===== config.mk =====
export PLATFORM = sky130hd
export DESIGN_NAME = dds_dac_tlc5615
export DESIGN_NICKNAME = d
export VERILOG_FILES = /design/src/rtl/dds_dac_tlc5615.sv
export SDC_FILE = /design/constraint.sdc
export NUM_CORES = 1
export LEC_CHECK = 0
export ABC_AREA = 0
export CORE_MARGIN = 2
export CORE_UTILIZATION = 45
export DETAILED_ROUTE_END_ITERATION = 10
export PLACE_DENSITY = 0.7
export SYNTH_ARGS = -nofsm -noshare
export SYNTH_HDL_FRONTEND = slang
export SYNTH_SLANG_ARGS = --single-unit
export TNS_END_PERCENT = 5

===== constraint.sdc =====
create_clock -name clk -period 1.92 [get_ports clk]
set_clock_uncertainty 0.2 [all_clocks]
set_input_delay 0.192 -clock clk [delete_from_list [all_inputs] [get_ports clk]]
set_output_delay 0.192 -clock clk [all_outputs]
set_load 0.05 [all_outputs]

===== src/rtl/dds_dac_tlc5615.sv =====
// dds_dac_tlc5615
// Serial driver for a TLC5615-class 10-bit DAC. Accepts one 10-bit sample per
// valid/ready handshake and shifts it out as a 16-bit frame
// (4 zero bits, 10 data bits MSB first, 2 zero bits).
//
// State table
//   state | meaning
//   IDLE  | cs_n high, sclk low, ready for a sample
//   SHIFT | cs_n low, 16 sclk periods generated from the clk divider
//   GAP   | cs_n high for CS_GAP cycles before the next frame
//
// Ports
//   clk          system clock, rising edge
//   rst_n        asynchronous active-low reset
//   sample       waveform sample from the DDS stage
//   sample_valid sample is valid
//   sample_ready block can accept a sample (state == IDLE)
//   dac_sclk     DAC serial clock, idles low
//   dac_din      DAC serial data, changes on sclk falling edge
//   dac_cs_n     DAC chip select, active low
//   frame_done   one-cycle pulse after the last sclk falling edge
module dds_dac_tlc5615 #(
   parameter int CLK_DIV   = 2,
   parameter int CS_GAP    = 2,
   parameter bit TWOS_COMP = 1'b0
) (
   input  logic       clk,
   input  logic       rst_n,
   input  logic [9:0] sample,
   input  logic       sample_valid,
   output logic       sample_ready,
   output logic       dac_sclk,
   output logic       dac_din,
   output logic       dac_cs_n,
   output logic       frame_done
);

   localparam int DIV_W = (CLK_DIV > 1) ? $clog2(CLK_DIV) : 1;
   localparam int GAP_W = $clog2(CS_GAP + 1);
   localparam logic [DIV_W-1:0] DIV_LAST = DIV_W'(CLK_DIV - 1);
   localparam logic [GAP_W-1:0] GAP_LAST = GAP_W'(CS_GAP - 1);

   typedef enum logic [1:0] {IDLE, SHIFT, GAP} state_t;

   state_t             state_q, state_d;
   logic [15:0]        shreg_q, shreg_d;
   logic [DIV_W-1:0]   div_cnt_q, div_cnt_d;
   logic [4:0]         edge_cnt_q, edge_cnt_d;
   logic [GAP_W-1:0]   gap_cnt_q, gap_cnt_d;
   logic               sclk_q, sclk_d;
   logic               din_q, din_d;
   logic               cs_n_q, cs_n_d;
   logic               done_q, done_d;

   logic [9:0]         s_word;
   logic [15:0]        frame_w;

   // Offset-binary conversion: flipping the sign bit maps -512..511 onto 0..1023.
   always_comb begin
      s_word  = TWOS_COMP ? {~sample[9], sample[8:0]} : sample;
      frame_w = {4'b0000, s_word, 2'b00};
   end

   always_ff @(posedge clk or negedge rst_n) begin
      if (!rst_n) begin
         state_q    <= IDLE;
         shreg_q    <= '0;
         div_cnt_q  <= '0;
         edge_cnt_q <= '0;
         gap_cnt_q  <= '0;
         sclk_q     <= 1'b0;
         din_q      <= 1'b0;
         cs_n_q     <= 1'b1;
         done_q     <= 1'b0;
      end else begin
         state_q    <= state_d;
         shreg_q    <= shreg_d;
         div_cnt_q  <= div_cnt_d;
         edge_cnt_q <= edge_cnt_d;
         gap_cnt_q  <= gap_cnt_d;
         sclk_q     <= sclk_d;
         din_q      <= din_d;
         cs_n_q     <= cs_n_d;
         done_q     <= done_d;
      end
   end

   always_comb begin
      state_d    = state_q;
      shreg_d    = shreg_q;
      div_cnt_d  = div_cnt_q;
      edge_cnt_d = edge_cnt_q;
      gap_cnt_d  = gap_cnt_q;
      sclk_d     = sclk_q;
      din_d      = din_q;
      cs_n_d     = cs_n_q;
      done_d     = 1'b0;

      case (state_q)
         IDLE: begin
            cs_n_d = 1'b1;
            sclk_d = 1'b0;
            din_d  = 1'b0;
            if (sample_valid) begin
               state_d    = SHIFT;
               shreg_d    = frame_w;
               din_d      = frame_w[15];
               cs_n_d     = 1'b0;
               div_cnt_d  = '0;
               edge_cnt_d = '0;
            end
         end

         SHIFT: begin
            if (div_cnt_q == DIV_LAST) begin
               div_cnt_d = '0;
               sclk_d    = ~sclk_q;
               // Falling toggle: present the next bit, DAC samples on the rise.
               if (sclk_q) begin
                  shreg_d    = {shreg_q[14:0], 1'b0};
                  din_d      = shreg_q[14];
                  edge_cnt_d = edge_cnt_q + 5'd1;
                  if (edge_cnt_q == 5'd15) begin
                     state_d   = GAP;
                     cs_n_d    = 1'b1;
                     din_d     = 1'b0;
                     done_d    = 1'b1;
                     gap_cnt_d = '0;
                  end
               end
            end else begin
               div_cnt_d = div_cnt_q + DIV_W'(1);
            end
         end

         GAP: begin
            cs_n_d = 1'b1;
            din_d  = 1'b0;
            if (gap_cnt_q == GAP_LAST) begin
               state_d = IDLE;
            end else begin
               gap_cnt_d = gap_cnt_q + GAP_W'(1);
            end
         end

         default: state_d = IDLE;
      endcase
   end

   assign sample_ready = (state_q == IDLE);
   assign dac_sclk     = sclk_q;
   assign dac_din      = din_q;
   assign dac_cs_n     = cs_n_q;
   assign frame_done   = done_q;

endmodule


## Yosys cells after proc, flatten, opt, wreduce, memory -nomap -nowiden

Cells that the tools add are included.

- Reduce and logical (&&, ||, !) cells: 13
- Mux-type cells: 37
- $add $sub $neg: 3
- Equality and inequality tests: 10
- Bitwise logic cells: 1

Operator list:

| operator | count |
|---|---|
| $mux W15 | 3 |
| $pmux W15 S2 | 1 |
| $mux W2 | 9 |
| $mux W5 | 3 |
| $mux W1 | 14 |
| $ne A2 B2 Y1 const B | 6 |
| $pmux W5 S2 | 1 |
| $reduce_and A5 Y1 | 2 |
| $reduce_and A4 Y1 | 2 |
| $pmux W1 S2 | 3 |
| $pmux W2 S3 | 1 |
| $reduce_bool A2 Y1 | 3 |
| $add A5 B1 Y5 const B | 1 |
| $eq A5 B4 Y1 const B | 1 |
| $eq A2 B1 Y1 const B | 2 |
| $pmux W2 S2 | 1 |
| $reduce_and A2 Y1 | 2 |
| $pmux W1 S3 | 1 |
| $reduce_and A3 Y1 | 1 |
| $reduce_bool A3 Y1 | 1 |
| $add A2 B1 Y2 const B | 1 |
| $eq A2 B2 Y1 const B | 1 |
| $logic_not A2 Y1 | 1 |
| $reduce_or A2 Y1 | 1 |
| other kinds (2) | 2 |

- Register bits: 29
- Output and inout port bits: 5
- Word-level logic and storage cells: 73
- Bits of input ports: 13

## Longest topological paths before layout

- Depth after elaboration: 5
- Depth in mapped cells: 7
- Mapped depth without buffers: 6

## Worst setup path after synthesis

No wires, ideal clock.

- Path type: reg-to-reg
- From: reg state_q[0]
- To: reg edge_cnt_q[4]
- Data arrival time: 1.930 ns
- Required time: 1.599 ns
- Stages on the path, launching flop included: 8
- Period minus slack after synthesis: 2.251 ns
- Library setup time: 0.121 ns
- Path buffers: 2
- Slack: -0.331 ns
- Cells stage by stage: dfrtp_1 inv_1 ha_1 mux2i_1 or2_1 buf_4 buf_8 o2bb2ai_1

- Longest elaborated chain between the ends: 3
- Elaborated cells on any way between the ends: 8
- Those cells by class: eq/ne (4); mux (1); reduce/logical (3)

RTL lines:

| element | RTL line | source |
|---|---|---|
| start: declaration | 45 | `state_t state_q, state_d;` |
| start signal: assignment | 76 | `state_q <= state_d;` |
| $logic_not A2 Y1 (*) | - |  |
| net sample_ready | 31 | `output logic sample_ready,` |
| $ne A2 B2 Y1 (no source line) or $reduce_bool A2 Y1 (tied branches) | - |  |
| $reduce_and A4 Y1 (no source line) | - |  |
| end signal: assignment | 79 | `edge_cnt_q <= edge_cnt_d;` |
| end: declaration | 48 | `logic [4:0] edge_cnt_q, edge_cnt_d;` |

The timed path passes the listed nets; every way through them passes the cells marked *.
A chain may end at the register's enable or synchronous reset.

## Final worst setup path

- From: reg state_q[0]
- To: reg edge_cnt_q[3]

- Longest elaborated chain between the ends: 3
- Elaborated cells on any way between the ends: 8
- Those cells by class: eq/ne (4); mux (1); reduce/logical (3)

RTL lines:

| element | RTL line | source |
|---|---|---|
| $eq A2 B1 Y1 or $logic_not A2 Y1 (tied branches) | 99 | `case (state_q)` |
| $ne A2 B2 Y1 (no source line) or $reduce_bool A2 Y1 (tied branches) | - |  |
| $reduce_and A4 Y1 (no source line) | - |  |

Several ways; a longest one is shown, not always the timed one.

==> qor.csv <==
stage,metric,value,unit
outcome,outcome,finished with violations,
outcome,violations,hold timing,
yosys,syn_inst,128,
yosys,synth_edf_count,0,
yosys,avgSynthCellArea,10.9,µm²
routing,routed_wl,2850,µm
clock_tree,cts.path.max_buffers,2,
yosys,synth_top_cells_by_count,"dfrtp_1, o21ai_0, mux2i_1",
sta,fin_hold_ws,-0.000710,ns
yosys,synthFlopType,dfrtp_1,
routing,viasPerCell,5.64,
routing,route.detailed.drc,0,
global_route,grt_pass1_wl,5070,µm
place,place_congestion,0.824,
worst_setup_path,crit_fanout,6,
sta,setup_viol,0,
yosys,ys_ff_latch,27,
yosys,yosys.area.top_type,dfrtp_1,
finish,drive_above_1_share,32.9,%
floorplan,rows,20,
routing,wl_met1,1270,µm
worst_setup_path,cp.required,2.00,ns
sta,setup-tns-final,0,ns
yosys,ys_top_cells_by_area,"dfrtp_1, mux2i_1, o21ai_2, ha_1, o21ai_0",
global_route,antenna_found_initial,0,
finish,fin_util,61.4,%
yosys,synth_nets,147,
global_route,grt_pass1_vias,1155,
worst_setup_path,end_kind,register,
routing,dr_wl_met2,1440,µm
routing,vias,1112,
place,dpl.hpwl,2100,µm
floorplan,die_x,59.6,µm
sta,hold_violations,2,
floorplan,initial_core_util,46.3,%
power_and_ir_drop,worst_ir_drop_vdd,1010,µV
yosys,seq_area_frac_synth,48.7,%
routing,routed.top_layer,met4,
worst_setup_path,critPathLaunchType,register,
clock_tree,numCtsBuffers,3,
global_route,grt-ovfl-total,0,
sta,slew_headroom,67.3,%
clock_tree,clkLatencyLatePin,0.34,ns
place,numPortBuffers,17,
sta,period_share,98.9,%
global_route,grt_max_degree,28,
power_and_ir_drop,power_density,1540,nW/µm²
clock_tree,path_clk_slew,0.15,ns
worst_setup_path,path_class,reg2reg,
clock_tree,cts_tree,built,
finish,area_growth_syn_to_layout,32.5,%
routing,dr.pass1.iters,4,
sta,rsz0062_at_grt,yes,
run,cap_violations,0,
sta,tightestPinTransition,0.490,ns
floorplan,core_area,3000,µm²
clock_tree,hold_buffers,0,
routing,final_antenna_net_count,0,
finish,diodes,0,
sta,period_needed,1.90,ns
sta,fmax,0.527,GHz
clock_tree,cts_sinks,27,
floorplan,die_area,3550,µm²
routing,drt_iter0_drc,37,
yosys,synth_top_cell_area_share,46.8,%
floorplan,io_pins,18,
finish,n_fill_cell,269,
routing,wl_per_cell,14.4,µm
yosys,syn_area,1390,µm²
sta,slew_violations,0,
finish,multi_input_area,737,µm²
routing,met3_length,84,µm
yosys,synthArstFlopShare,100,%
global_route,track_usage,19.2,%
clock_tree,root_buffer,clkbuf_4,
finish,ff_latch_area,677,µm²
yosys,post-synth-top-count-cell,dfrtp_1,
yosys,synth-warning-count,0,
clock_tree,htreeDepth,1,
power_and_ir_drop,leakage,0.798,nW
floorplan,die_y,59.6,µm
yosys,synthDistinctLibCells,35,
finish,final_nets,184,
worst_hold_path,hold_class,in2async,
worst_setup_path,critPathArrivalTime,1.98,ns
per-layer routing:
metal | vias up | track usage [%]
met5 | - | 0
met2 | 16 | 34.1
met1 | 549 | 22.8
met3 | 5 | 3.49
li1 | 542 | -
met4 | 0 | 7.62
cells by family after synthesis:
kind of cell	count (synthesis)	share of synthesized area (%)
simple gates	25	9.80
flops	27	48.7
xor+xnor	1	0.630
compound gates	43	21.8
buf+inv	14	5.04
mux	12	8.72
fa+ha+maj	6	5.40
layout make-up:
class	count	area share, %
clock buffer	4	1.43
inverter	8	1.63
multi-input combinational	87	40.0
sequential	27	36.7
tap	33	2.24
timing repair buffer	38	18.0
final timing paths:
| check | to | startpoint | cells past startpoint | slack [ns] |
|---|---|---|---|---|
| worst max register to register | edge_cnt_q[3] | state_q[0] | 6 | 0.02 |
| worst min register to register | edge_cnt_q[4] | edge_cnt_q[4] | 1 | 0.31 |
| min in group clk | shreg_q[2] | sample[0] | 2 | 0.26 |
| worst min-delay path | state_q[1] | rst_n | 2 | -0.0007 |
| worst max-delay path | edge_cnt_q[3] | state_q[0] | 6 | 0.02 |
| max in group asynchronous | dac_cs_n | rst_n | 2 | 1.21 |
worst max-delay path, cell delays in order, from the launching register on:
cell     delay (ns)
dfrtp_1        0.45
inv_2          0.08
ha_4           0.19
mux2i_2        0.17
buf_4          0.15
or4_4          0.48
a21oi_2        0.13
sequential cells by signal, indices dropped and copies added (netlist names):
signal / cells
dac_din: 1
frame_done: 1
dac_sclk: 1
dac_cs_n: 1
shreg_q: 13
gap_cnt_q: 2
div_cnt_q: 1
edge_cnt_q: 5
state_q: 2
cells in the final DEF, fill, tap and decap left out, types with 4 or more instances in the layout:
| cell type | n |
|---|---|
| buf_4 | 23 |
| nand2_1 | 4 |
| a22o_1 | 5 |
| clkdlybuf4s50_1 | 13 |
| o21ai_2 | 9 |
| mux2i_1 | 10 |
| o21ai_0 | 11 |
| nor2_1 | 4 |
| inv_1 | 6 |
| dfrtp_1 | 26 |
per-stage QoR:
step	instances	power, mW	worst slack (ns)	instance area (µm²)
finish	197	2.84	0.0219	1840
global route	197	3.07	-0.0372	1840
CTS	196	2.77	-0.0188	1780
detailed placement	192	2.48	-0.179	1730
global placement	192	2.42	-0.127	1730
floorplan	128	1.94	-0.119	1400
power breakdown:
part           total (mW)  switching, mW  internal (mW)
sequential          0.896          0.134          0.762
combinational        1.69          0.889          0.798
clock               0.258          0.176         0.0817
total                2.84           1.20           1.64
repair_timing:
action	CTS	global route
gates resized for setup	7	11
buffers inserted	0	1
endpoints found under the setup margin	19	24
pin swaps	2	4
No activity file was read; power rests on OpenSTA's default activity.
